[config.mk]
export PLATFORM = sky130hd
export DESIGN_NAME = regfile_flat
export DESIGN_NICKNAME = d
export VERILOG_FILES = /design/src/rtl/regfile_pkg.sv /design/src/rtl/regfile_if.sv /design/src/rtl/regfile_scoreboard.sv /design/src/rtl/regfile.sv /design/src/flat_wrapper.sv
export SDC_FILE = /design/constraint.sdc
export NUM_CORES = 2
export LEC_CHECK = 0
export CAP_MARGIN = 20
export CORE_ASPECT_RATIO = 0.9
export CORE_MARGIN = 2
export CORE_UTILIZATION = 55
export DETAILED_ROUTE_END_ITERATION = 8
export MAX_ROUTING_LAYER = met4
export PLACE_DENSITY = 0.76
export SLEW_MARGIN = 20
export SYNTH_ARGS = -nofsm -noshare
export SYNTH_HDL_FRONTEND = slang
export SYNTH_SLANG_ARGS = --single-unit
[constraint.sdc]
create_clock -name iw_clk -period 3.7 [get_ports iw_clk]
set_input_delay 0.74 -clock iw_clk [delete_from_list [all_inputs] [get_ports iw_clk]]
set_output_delay 0.74 -clock iw_clk [all_outputs]
set_load 0.02 [all_outputs]
[src/rtl/regfile_pkg.sv]
// Shared widths, indices and types for the register file and its busy-bit
// scoreboards.
package regfile_pkg;
    localparam int SIZE_DATA   = 24;
    localparam int HBIT_DATA   = SIZE_DATA - 1;
    localparam int SIZE_GP     = 16;
    localparam int HBIT_TGT_GP = 3;
    localparam int SIZE_SR     = 16;
    localparam int HBIT_TGT_SR = 3;
    localparam int SIZE_FLAG   = 4;
    localparam int HBIT_FLAG   = SIZE_FLAG - 1;

    // SR slots with special handling: PC is substituted by execute, FL holds flags.
    localparam logic [HBIT_TGT_SR:0] INDEX_FL = 4'd14;
    localparam logic [HBIT_TGT_SR:0] INDEX_PC = 4'd15;

    typedef logic [HBIT_DATA:0]   data_t;
    typedef logic [HBIT_TGT_GP:0] gp_idx_t;
    typedef logic [HBIT_TGT_SR:0] sr_idx_t;
    typedef logic [HBIT_FLAG:0]   flags_t;
endpackage

[src/rtl/regfile_if.sv]
// Read, writeback, flag and issue signals of the register file.
interface regfile_if;
    import regfile_pkg::*;

    gp_idx_t iw_gp_read_addr1;
    gp_idx_t iw_gp_read_addr2;
    data_t   ow_gp_read_data1;
    data_t   ow_gp_read_data2;
    sr_idx_t iw_sr_read_addr1;
    sr_idx_t iw_sr_read_addr2;
    data_t   ow_sr_read_data1;
    data_t   ow_sr_read_data2;
    logic    iw_gp_write_en;
    gp_idx_t iw_gp_write_addr;
    data_t   iw_gp_write_data;
    logic    iw_sr_write_en;
    sr_idx_t iw_sr_write_addr;
    data_t   iw_sr_write_data;
    logic    iw_fl_we;
    flags_t  iw_fl;
    logic    iw_issue_gp_en;
    gp_idx_t iw_issue_gp;
    logic    iw_issue_sr_en;
    sr_idx_t iw_issue_sr;
    logic    ow_stall;
    flags_t  ow_fl;

    modport master (
        output iw_gp_read_addr1, iw_gp_read_addr2, iw_sr_read_addr1, iw_sr_read_addr2,
        output iw_gp_write_en, iw_gp_write_addr, iw_gp_write_data,
        output iw_sr_write_en, iw_sr_write_addr, iw_sr_write_data,
        output iw_fl_we, iw_fl, iw_issue_gp_en, iw_issue_gp, iw_issue_sr_en, iw_issue_sr,
        input  ow_gp_read_data1, ow_gp_read_data2, ow_sr_read_data1, ow_sr_read_data2,
        input  ow_stall, ow_fl
    );

    modport slave (
        input  iw_gp_read_addr1, iw_gp_read_addr2, iw_sr_read_addr1, iw_sr_read_addr2,
        input  iw_gp_write_en, iw_gp_write_addr, iw_gp_write_data,
        input  iw_sr_write_en, iw_sr_write_addr, iw_sr_write_data,
        input  iw_fl_we, iw_fl, iw_issue_gp_en, iw_issue_gp, iw_issue_sr_en, iw_issue_sr,
        output ow_gp_read_data1, ow_gp_read_data2, ow_sr_read_data1, ow_sr_read_data2,
        output ow_stall, ow_fl
    );
endinterface

[src/rtl/regfile_scoreboard.sv]
// Busy-bit scoreboard: one bit per register, set on issue, cleared on
// writeback, and a stall flag for either read port hitting a busy entry.
module scoreboard #(
    parameter int               DEPTH      = 16,
    parameter int               HBIT_IDX   = 3,
    parameter logic [DEPTH-1:0] NEVER_BUSY = '0
) (
    input  logic              iw_clk,
    input  logic              iw_rst_n,
    input  logic              iw_set_en,
    input  logic [HBIT_IDX:0] iw_set_idx,
    input  logic              iw_clr_en,
    input  logic [HBIT_IDX:0] iw_clr_idx,
    input  logic [HBIT_IDX:0] iw_rd_idx1,
    input  logic [HBIT_IDX:0] iw_rd_idx2,
    output logic              ow_stall
);
    logic [DEPTH-1:0] r_busy;
    logic [DEPTH-1:0] w_set_mask;
    logic [DEPTH-1:0] w_clr_mask;
    logic [DEPTH-1:0] w_busy_next;

    always_comb begin
        w_set_mask = '0;
        w_clr_mask = '0;
        if (iw_set_en) w_set_mask[iw_set_idx] = 1'b1;
        if (iw_clr_en) w_clr_mask[iw_clr_idx] = 1'b1;
    end

    // Set dominates clear: a same-cycle issue means a newer producer is in flight.
    assign w_busy_next = (w_set_mask & ~NEVER_BUSY) | (r_busy & ~w_clr_mask);

    always_ff @(posedge iw_clk) begin
        if (!iw_rst_n) r_busy <= '0;
        else           r_busy <= w_busy_next;
    end

    // A writeback in flight this cycle resolves the hazard via bypass.
    assign ow_stall = (r_busy[iw_rd_idx1] && !w_clr_mask[iw_rd_idx1]) ||
                      (r_busy[iw_rd_idx2] && !w_clr_mask[iw_rd_idx2]);
endmodule

[src/rtl/regfile.sv]
// GP/SR register file with write-to-read bypass, flag sub-field in SR FL,
// and busy-bit hazard detection for source operands.
module regfile
    import regfile_pkg::*;
(
    input logic       iw_clk,
    input logic       iw_rst_n,
    regfile_if.slave  rf
);
    data_t   r_gp [SIZE_GP];
    data_t   r_sr [SIZE_SR];
    data_t   w_fl_entry;
    gp_idx_t w_gp_raddr [2];
    sr_idx_t w_sr_raddr [2];
    data_t   w_gp_rdata [2];
    data_t   w_sr_rdata [2];
    logic    w_gp_stall;
    logic    w_sr_stall;

    // Next value of the FL entry; a full SR write outranks a flag-only update.
    always_comb begin
        w_fl_entry = r_sr[INDEX_FL];
        if (rf.iw_sr_write_en && rf.iw_sr_write_addr == INDEX_FL)
            w_fl_entry = rf.iw_sr_write_data;
        else if (rf.iw_fl_we)
            w_fl_entry = {r_sr[INDEX_FL][HBIT_DATA:SIZE_FLAG], rf.iw_fl};
    end

    assign w_gp_raddr[0] = rf.iw_gp_read_addr1;
    assign w_gp_raddr[1] = rf.iw_gp_read_addr2;
    assign w_sr_raddr[0] = rf.iw_sr_read_addr1;
    assign w_sr_raddr[1] = rf.iw_sr_read_addr2;

    genvar gi;
    generate
        for (gi = 0; gi < 2; gi++) begin : g_rd
            assign w_gp_rdata[gi] =
                (rf.iw_gp_write_en && rf.iw_gp_write_addr == w_gp_raddr[gi]) ?
                rf.iw_gp_write_data : r_gp[w_gp_raddr[gi]];
            assign w_sr_rdata[gi] =
                (w_sr_raddr[gi] == INDEX_PC) ? '0 :
                (w_sr_raddr[gi] == INDEX_FL) ? w_fl_entry :
                (rf.iw_sr_write_en && rf.iw_sr_write_addr == w_sr_raddr[gi]) ?
                rf.iw_sr_write_data : r_sr[w_sr_raddr[gi]];
        end
    endgenerate

    assign rf.ow_gp_read_data1 = w_gp_rdata[0];
    assign rf.ow_gp_read_data2 = w_gp_rdata[1];
    assign rf.ow_sr_read_data1 = w_sr_rdata[0];
    assign rf.ow_sr_read_data2 = w_sr_rdata[1];
    assign rf.ow_fl            = w_fl_entry[HBIT_FLAG:0];

    always_ff @(posedge iw_clk) begin
        if (!iw_rst_n) begin
            for (int i = 0; i < SIZE_GP; i++) r_gp[i] <= '0;
            for (int i = 0; i < SIZE_SR; i++) r_sr[i] <= '0;
        end else begin
            if (rf.iw_gp_write_en)
                r_gp[rf.iw_gp_write_addr] <= rf.iw_gp_write_data;
            if (rf.iw_sr_write_en && rf.iw_sr_write_addr != INDEX_FL &&
                rf.iw_sr_write_addr != INDEX_PC)
                r_sr[rf.iw_sr_write_addr] <= rf.iw_sr_write_data;
            r_sr[INDEX_FL] <= w_fl_entry;
        end
    end

    scoreboard #(
        .DEPTH      (SIZE_GP),
        .HBIT_IDX   (HBIT_TGT_GP),
        .NEVER_BUSY ('0)
    ) u_sb_gp (
        .iw_clk     (iw_clk),
        .iw_rst_n   (iw_rst_n),
        .iw_set_en  (rf.iw_issue_gp_en),
        .iw_set_idx (rf.iw_issue_gp),
        .iw_clr_en  (rf.iw_gp_write_en),
        .iw_clr_idx (rf.iw_gp_write_addr),
        .iw_rd_idx1 (rf.iw_gp_read_addr1),
        .iw_rd_idx2 (rf.iw_gp_read_addr2),
        .ow_stall   (w_gp_stall)
    );

    scoreboard #(
        .DEPTH      (SIZE_SR),
        .HBIT_IDX   (HBIT_TGT_SR),
        .NEVER_BUSY ({{(SIZE_SR-1){1'b0}}, 1'b1} << INDEX_PC)
    ) u_sb_sr (
        .iw_clk     (iw_clk),
        .iw_rst_n   (iw_rst_n),
        .iw_set_en  (rf.iw_issue_sr_en),
        .iw_set_idx (rf.iw_issue_sr),
        .iw_clr_en  (rf.iw_sr_write_en),
        .iw_clr_idx (rf.iw_sr_write_addr),
        .iw_rd_idx1 (rf.iw_sr_read_addr1),
        .iw_rd_idx2 (rf.iw_sr_read_addr2),
        .ow_stall   (w_sr_stall)
    );

    assign rf.ow_stall = w_gp_stall | w_sr_stall;
endmodule

[src/flat_wrapper.sv]
// flat-port wrapper written by rule: the top's interface ports become plain ports
module regfile_flat import regfile_pkg::*;
  (iw_clk, iw_rst_n, rf_iw_gp_read_addr1, rf_iw_gp_read_addr2, rf_iw_sr_read_addr1, rf_iw_sr_read_addr2, rf_iw_gp_write_en, rf_iw_gp_write_addr, rf_iw_gp_write_data, rf_iw_sr_write_en, rf_iw_sr_write_addr, rf_iw_sr_write_data, rf_iw_fl_we, rf_iw_fl, rf_iw_issue_gp_en, rf_iw_issue_gp, rf_iw_issue_sr_en, rf_iw_issue_sr, rf_ow_gp_read_data1, rf_ow_gp_read_data2, rf_ow_sr_read_data1, rf_ow_sr_read_data2, rf_ow_stall, rf_ow_fl);
  regfile_if rf_i ();
  input logic iw_clk;
  input logic iw_rst_n;
  input wire logic [$bits(rf_i.iw_gp_read_addr1)-1:0] rf_iw_gp_read_addr1;
  input wire logic [$bits(rf_i.iw_gp_read_addr2)-1:0] rf_iw_gp_read_addr2;
  input wire logic [$bits(rf_i.iw_sr_read_addr1)-1:0] rf_iw_sr_read_addr1;
  input wire logic [$bits(rf_i.iw_sr_read_addr2)-1:0] rf_iw_sr_read_addr2;
  input wire logic [$bits(rf_i.iw_gp_write_en)-1:0] rf_iw_gp_write_en;
  input wire logic [$bits(rf_i.iw_gp_write_addr)-1:0] rf_iw_gp_write_addr;
  input wire logic [$bits(rf_i.iw_gp_write_data)-1:0] rf_iw_gp_write_data;
  input wire logic [$bits(rf_i.iw_sr_write_en)-1:0] rf_iw_sr_write_en;
  input wire logic [$bits(rf_i.iw_sr_write_addr)-1:0] rf_iw_sr_write_addr;
  input wire logic [$bits(rf_i.iw_sr_write_data)-1:0] rf_iw_sr_write_data;
  input wire logic [$bits(rf_i.iw_fl_we)-1:0] rf_iw_fl_we;
  input wire logic [$bits(rf_i.iw_fl)-1:0] rf_iw_fl;
  input wire logic [$bits(rf_i.iw_issue_gp_en)-1:0] rf_iw_issue_gp_en;
  input wire logic [$bits(rf_i.iw_issue_gp)-1:0] rf_iw_issue_gp;
  input wire logic [$bits(rf_i.iw_issue_sr_en)-1:0] rf_iw_issue_sr_en;
  input wire logic [$bits(rf_i.iw_issue_sr)-1:0] rf_iw_issue_sr;
  output wire logic [$bits(rf_i.ow_gp_read_data1)-1:0] rf_ow_gp_read_data1;
  output wire logic [$bits(rf_i.ow_gp_read_data2)-1:0] rf_ow_gp_read_data2;
  output wire logic [$bits(rf_i.ow_sr_read_data1)-1:0] rf_ow_sr_read_data1;
  output wire logic [$bits(rf_i.ow_sr_read_data2)-1:0] rf_ow_sr_read_data2;
  output wire logic [$bits(rf_i.ow_stall)-1:0] rf_ow_stall;
  output wire logic [$bits(rf_i.ow_fl)-1:0] rf_ow_fl;
  assign rf_i.iw_gp_read_addr1 = rf_iw_gp_read_addr1;
  assign rf_i.iw_gp_read_addr2 = rf_iw_gp_read_addr2;
  assign rf_i.iw_sr_read_addr1 = rf_iw_sr_read_addr1;
  assign rf_i.iw_sr_read_addr2 = rf_iw_sr_read_addr2;
  assign rf_i.iw_gp_write_en = rf_iw_gp_write_en;
  assign rf_i.iw_gp_write_addr = rf_iw_gp_write_addr;
  assign rf_i.iw_gp_write_data = rf_iw_gp_write_data;
  assign rf_i.iw_sr_write_en = rf_iw_sr_write_en;
  assign rf_i.iw_sr_write_addr = rf_iw_sr_write_addr;
  assign rf_i.iw_sr_write_data = rf_iw_sr_write_data;
  assign rf_i.iw_fl_we = rf_iw_fl_we;
  assign rf_i.iw_fl = rf_iw_fl;
  assign rf_i.iw_issue_gp_en = rf_iw_issue_gp_en;
  assign rf_i.iw_issue_gp = rf_iw_issue_gp;
  assign rf_i.iw_issue_sr_en = rf_iw_issue_sr_en;
  assign rf_i.iw_issue_sr = rf_iw_issue_sr;
  assign rf_ow_gp_read_data1 = rf_i.ow_gp_read_data1;
  assign rf_ow_gp_read_data2 = rf_i.ow_gp_read_data2;
  assign rf_ow_sr_read_data1 = rf_i.ow_sr_read_data1;
  assign rf_ow_sr_read_data2 = rf_i.ow_sr_read_data2;
  assign rf_ow_stall = rf_i.ow_stall;
  assign rf_ow_fl = rf_i.ow_fl;
  regfile u_core (.iw_clk(iw_clk), .iw_rst_n(iw_rst_n), .rf(rf_i));
endmodule
==> results.toml <==
[clock_network]
cts_hold_buffers = 0
clk_latency_ns = 0.67
cts_tree = "done"
cts_sinks = 800
cts-root-buf = "clkbuf_16"
cts_made_buffers = 86
path_clk_slew_ns = 0.06
clockBufferDepth = 3
htree_levels = 3

[critical_path]
cp_slowest_cell = "clkdlybuf4s50_1"
max_stage_delay_ns = 0.50
cp-end-kind = "output pin"
reg2reg_slack_ns = 2.56
r2r-end = "u_core.r_sr[14][2]"
cpMostUsedCell = "buf_12"
critPathKind = "in -> out"
crit_arrival_ns = 2.95
reg2reg_depth = 6
crit_path_start_kind = "input pin"
crit_fanout = 4
critPathRequiredTime_ns = 2.96
worstReg2RegStart = "u_core.r_sr[14][2]"
worstPathCellList = "clkdlybuf4s50_1, and3_4, nor2b_4, buf_12, buf_12, buf_4, mux2i_4, o221ai_1, dlygate4sd2_1"

[floorplan]
ios = 192
die_h_um = 269.3
design.core.area_um2 = 77670
initial_core_util = 0.5536
die_w_um = 298.7
die_area_um2 = 80440
rows = 97

[power_and_ir_drop]
switching_share = 0.2633
p_leak_nw = 19.08
vdd_drop_max_mv = 0.4278
p_clk_frac = 0.385
p_switching_mw = 6.241
power_frac_seq = 0.451
power.density_nw_per_um2 = 444.6
p_int_mw = 17.46
combPwrFrac = 0.164

[routing]
drtIter0Drc = 5040
wl_per_cell_um = 32.93
vias_per_cell = 7.015
dr.pass1.iters = 8
drt-met1-wl_um = 52030
drt.antenna.violating_nets = 0
routed_wl_um = 149400
wl_met3_um = 22570
vias = 31820
drc = 0
highest-signal-layer = "met4"
wl_met2_um = 66910

[sta]
finalCritPeriodShare = 0.9977
hold_viol_final = 0
maxSlewViolCount = 0
rsz0062_at_grt = "yes"
relSlewSlack = 0.3954
finalCriticalPeriod_ns = 3.692
fin_skew_ns = 0
setup_violations = 0
clock.fmax_ghz = 0.2709
tightestPinTransition_ns = 0.9036
fin_tns_setup_ns = 0

[yosys]
synth-seq-area-share = 0.5456
synth.distinct_cells = 54
synth_area_um2 = 43000
synth_edf_count = 744
synth_warnings = 0
ys.flop_type = "edfxtp_1"
synthArstFlopShare = 0
syn_area_per_cell_um2 = 14.55
ys_ff_latch = 800
postSynthCellCount = 2956

[final_layout]
layout-drive-gt1-share = 0.3327
layout.cells.non_filler = 4536
areaGrowthSynthToFinish_pct = 23.96
fin_area_um2 = 53310
area.sequential_um2 = 23460
nFillCells = 5091
multi_input_area_um2 = 19000
finalNetCount = 3498

[hold_path]
hp-class = "reg -> reg"
worst_hold_path.endpoint = "u_core.u_sb_sr.r_busy[15]"
min-delay-start = "u_core.u_sb_sr.r_busy[15]"
holdPathStages = 2

[run]
drv_cap = 0

[placed_design]
place.gp.congestion = 0.9707
placed_area_um2 = 49600
dp_hpwl_um = 97020
port_buffers = 191
numPlacedInstances = 4335

[grt]
grt_max_degree = 45
grt.total_usage = 0.3808
first_global_vias = 32270
grt_pass1_wl_um = 216200
grt_overflow = 0
antenna_found_initial = 15

[outcome]
status = "completed"
## Yosys cell counts (all sizes together), types with 3 or more instances
master  number  share of area
a21oi       18         0.0021
a221oi      72          0.015
a22o        71          0.014
a22oi       48         0.0084
a31oi        4        0.00058
a32oi        7         0.0014
and2       724           0.11
and3         4        0.00058
buf         84          0.011
clkbuf     212          0.019
dfxtp       56          0.026
edfxtp     744           0.52
inv         23         0.0020
mux2        27         0.0071
mux2i       33         0.0077
mux4       396           0.21
nand2      134          0.012
nand2b      10         0.0015
nand3       11         0.0013
nand3b       4        0.00070
nand4        7         0.0010
nor2        83         0.0072
nor2b       15         0.0022
o21ai       63         0.0074
o221ai      48         0.0098
o22ai        7         0.0010
o311ai       3        0.00061
o32ai        6         0.0012
or2          6        0.00087
xnor2        7         0.0016
xor2         8         0.0016
## power groups by stage
stage	combinational [mW]	clock, mW	sequential [mW]
2_1_floorplan	1.96	0	10.7
3_3_place_gp	3.74	0	10.8
3_5_place_dp	3.77	0	10.9
4_1_cts	3.75	9.13	10.7
5_1_grt	3.98	9.47	10.7
6_report	3.88	9.12	10.7
## worst max-delay path by stage
| stage | from | to | slack (ns) | cells past startpoint |
|---|---|---|---|---|
| finish | rf_iw_sr_write_addr[2] | rf_ow_sr_read_data1[8] | 0.008 | 9 |
| global route | rf_iw_sr_read_addr1[2] | rf_ow_sr_read_data1[23] | -0.03 | 9 |
| CTS | rf_iw_sr_read_addr1[2] | rf_ow_sr_read_data1[23] | 0.001 | 10 |
| detailed placement | rf_iw_sr_write_en | rf_ow_sr_read_data2[23] | -0.55 | 9 |
| global placement | rf_iw_sr_write_en | rf_ow_sr_read_data2[23] | -0.56 | 9 |
| floorplan | rf_iw_gp_write_addr[0] | u_core.u_sb_gp.r_busy[12] | 0.06 | 5 |
## per-layer routing
metal,up-vias,global-route usage
met5,-,-
met4,0,0.1663
met3,579,0.1097
met2,2924,0.5529
met1,15870,0.5038
li1,12440,-
## cells by family after synthesis
kind of cell | share of synthesized area
simple gates | 0.1343
flops | 0.5456
compound gates | 0.06334
mux | 0.2221
xor+xnor | 0.003230
other cells | 0.00008720
buf+inv | 0.03131
## sequential cells by signal (all words and copies together), names as in the netlist
signal and flops:
u_core.u_sb_sr.r_busy 16, u_core.r_sr 384, u_core.u_sb_gp.r_busy 16, u_core.r_gp 384
## stage by stage
stage	power, mW	util	worst slack [ns]	hold WS [ns]
after floorplan	12.71	-	0.05713	0.4282
after global placement	14.52	0.6385	-0.5641	0.4460
after CTS	23.56	0.6816	0.001275	0.4698
final	23.70	0.6863	0.008366	0.4792
after detailed placement	14.63	0.6385	-0.5505	0.4615
after global routing	24.18	0.6862	-0.02525	0.4962
## worst max-delay path: cells and delay by family
kind / cells / cell delay (ns)
AND/OR/NAND/NOR: 2 / 0.39
buffers and inverters: 5 / 1.33
multiplexers: 1 / 0.30
AO/OA/AOI/OAI: 1 / 0.19
## area by class of cell
| class | count | share of cell area |
|---|---|---|
| flip-flops and latches | 800 | 0.4401 |
| multi-input cells | 1859 | 0.3565 |
| repair buffers | 636 | 0.1205 |
| clock buffers | 100 | 0.04213 |
| well taps | 1039 | 0.02439 |
| clock inverters | 62 | 0.01394 |
| inverters | 24 | 0.001690 |
| diodes | 16 | 0.0007511 |
## timing repair
item / 4_1_cts / 5_1_grt
gates cloned: 3 / 2
resized for setup: 177 / 50
pin swaps: 3 / 2
setup buffers: 7 / 12
endpoints found under the setup margin: 101 / 51
## placed cells by master (no fill, tap or decap), drive strengths merged, types with 37 or more instances in the layout
master	Yosys	routed
mux4	396	396
nor2	83	83
a221oi	72	72
buf	84	463
clkdlybuf4s50	0	75
edfxtp	744	744
dfxtp	56	56
nand2	134	134
o221ai	48	48
dlygate4sd2	0	76
a22oi	48	48
and2	724	724
clkinv	1	37
o21ai	63	63
a22o	71	71
clkbuf	212	104
(Power assumes the default switching activity.)
==> edit (same settings) <==
`HBIT_TGT_SR`: 3 -> 6.
--- a/src/rtl/regfile_pkg.sv
+++ b/src/rtl/regfile_pkg.sv
@@ -7,5 +7,5 @@
     localparam int HBIT_TGT_GP = 3;
     localparam int SIZE_SR     = 16;
-    localparam int HBIT_TGT_SR = 3;
+    localparam int HBIT_TGT_SR = 6;
     localparam int SIZE_FLAG   = 4;
     localparam int HBIT_FLAG   = SIZE_FLAG - 1;
Ports: changed (resized rf_iw_issue_sr, rf_iw_sr_read_addr1, rf_iw_sr_read_addr2 and rf_iw_sr_write_addr); port bits go from 192 to 204. The function was not compared with the original's and may differ.
==> edit against the original RTL <==
  * Cell area grew 0.82%
  * Combinational power shrank 5%
  * Sequential cell count is the same
  * First-iteration DRC count shrank 6.4%
  * Clock power shrank 4.7%
  * Worst setup slack gained 9.1 ps
  * Largest power group unchanged
  * Cell count shrank 2.8%
  * Power shrank 2.8%
  * Hold slack gained 11 ps
  * Routed wire length shrank 1.3%
  * Area after synthesis grew 2.5%
==> edit: results (changes against the original RTL) <==
Status
  • Status: completed

Yosys
  • Post-synthesis sequential area ratio: 53.24% (-1.3 points)
  • Number of flops mapped to enable cells by yosys: 744 (unchanged)
  • Distinct cells, synth: 58 (+7.4%)
  • Main area contributors after synthesis: edfxtp_1 (51%), mux4_2 (25%), and2_1 (11%)
  • Avg Cell Area, Syn: 15.13 sq um (+4.0%)
  • Commonest cells post-synth: and2_1 (746), edfxtp_1 (744), mux4_2 (485), clkbuf_1 (219), nand2_1 (72)
  • Top FF cell, synth: edfxtp_1

Place
  • GP Congestion: 0.9563 (-1.5%)
  • Dpl hpwl: 91940 microns (-5.2%)
  • Placed Area: 50220 sq um (+1.3%)
  • Place WS: -841.2 ps (-290.7 ps)
  • Port Buf Inserts: 203 (+6.3%)
  • Dpl cells: 4210 (-2.9%)

Global route
  • Met3 GRT Util: 9.762% (-1.2 points)
  • Largest net degree at the start of global routing: 45 (unchanged)
  • Met1 usage in global routing: 49.49% (-0.89 points)
  • First-pass GRT wire length: 212100 microns (-1.9%)
  • GRT Overall Usage: 37.07% (-1.0 points)
  • Vias in the first global route: 31327 (-2.9%)
  • Initial antenna violation count: 4 (-11)
  • GRT met2 Usage: 54.33% (-0.96 points)

Detailed routing
  • Top layer in use: met4
  • WL met1: 53730 microns (+3.3%)
  • Final WL: 147500 microns (-1.3%)
  • Met2 wire length: 67560 microns (+0.98%)
  • Vias/cell: 6.967 (-0.68%)
  • Met3 wire length: 19270 microns (-15%)
  • Iter 0 DRT Violations: 4718 (-6.4%)
  • 1st-pass router iterations: 5 (-3)

STA
  • Relative slew slack: 57.59% (+18 points)
  • Final WS setup: 17.48 ps (+9.116 ps)
  • Worst Hold Slack: 489.9 ps (+10.76 ps)

Final layout
  • Final nets: 3392 (-3.0%)
  • Ratio of cells with drive above 1 in the final layout: 36.43% (+3.2 points)
  • Non-Filler Instances: 4411 (-2.8%)
  • Fill count: 5197 (+2.1%)

Worst hold path
  • Worst hold start: u_core.u_sb_gp.r_busy[12]
  • Hold EP: u_core.u_sb_gp.r_busy[12]

Power and ir drop
  • Peak supply drop: 0.3913 mV (-8.5%)
  • Leakage power: 18.91 nW (-0.88%)
  • Sw Ratio: 25.81% (-0.52 points)
  • Pwr dens: 428.6 nW/um^2 (-3.6%)

Setup path
  • Reg2reg path depth: 5 (-1)
  • Crit-path max cell delay: 590 ps (+90 ps)
  • R2r endpoint: u_core.r_sr[14][1]
  • CP Data Arrival Time: 2940 ps (about the same)
  • Setup crit end: rf_ow_sr_read_data1[22]
  • Worst Setup SP: rf_iw_sr_write_addr[4]
  • Crit path max-delay family: simple AND/OR/NAND/NOR gates
  • Crit-path slowest cell: or4b_4
  • Reg2reg setup slack: 2460 ps (-100 ps)
  • Worst flop-to-flop path startpoint: u_core.r_sr[14][1]
  • Crit-path max FO: 8 (+4)

Clock network
  • Worst skew pair latency: 650 ps (-20 ps)
  • CTS buffer count: 85 (-1.2%)
[edit: kinds of logic after synthesis]
logic type / share of synthesized area (%)
simple gates: 13.34
flops: 53.24
mux: 26.94
buf+inv: 2.825
compound gates: 3.223
xor+xnor: 0.4372
[edit: area by class of cell]
type	count	share of cell area (%)
well taps	1050	2.444
multi-input cells	1802	37.52
repair buffers	573	10.98
clock inverters	38	0.8800
diodes	1	0.004656
inverters	27	0.1886
flip-flops and latches	800	43.65
clock buffers	120	4.332
[edit: what timing repair did]
action	4_1_cts	5_1_grt
pin swaps	9	17
endpoints found under the setup margin	101	79
resized for setup	298	86
gates cloned	5	1
hold buffers	0	0
buffers inserted	18	18
[edit: power groups by stage]
stage                     clock, mW  sequential (mW)  combinational (mW)
final                          8.69             10.7                3.69
after global routing           9.05             10.7                3.80
after CTS                      8.70             10.6                3.62
after detailed placement          0             10.8                3.67
after global placement            0             10.7                3.62
after floorplan                   0             10.7                2.05
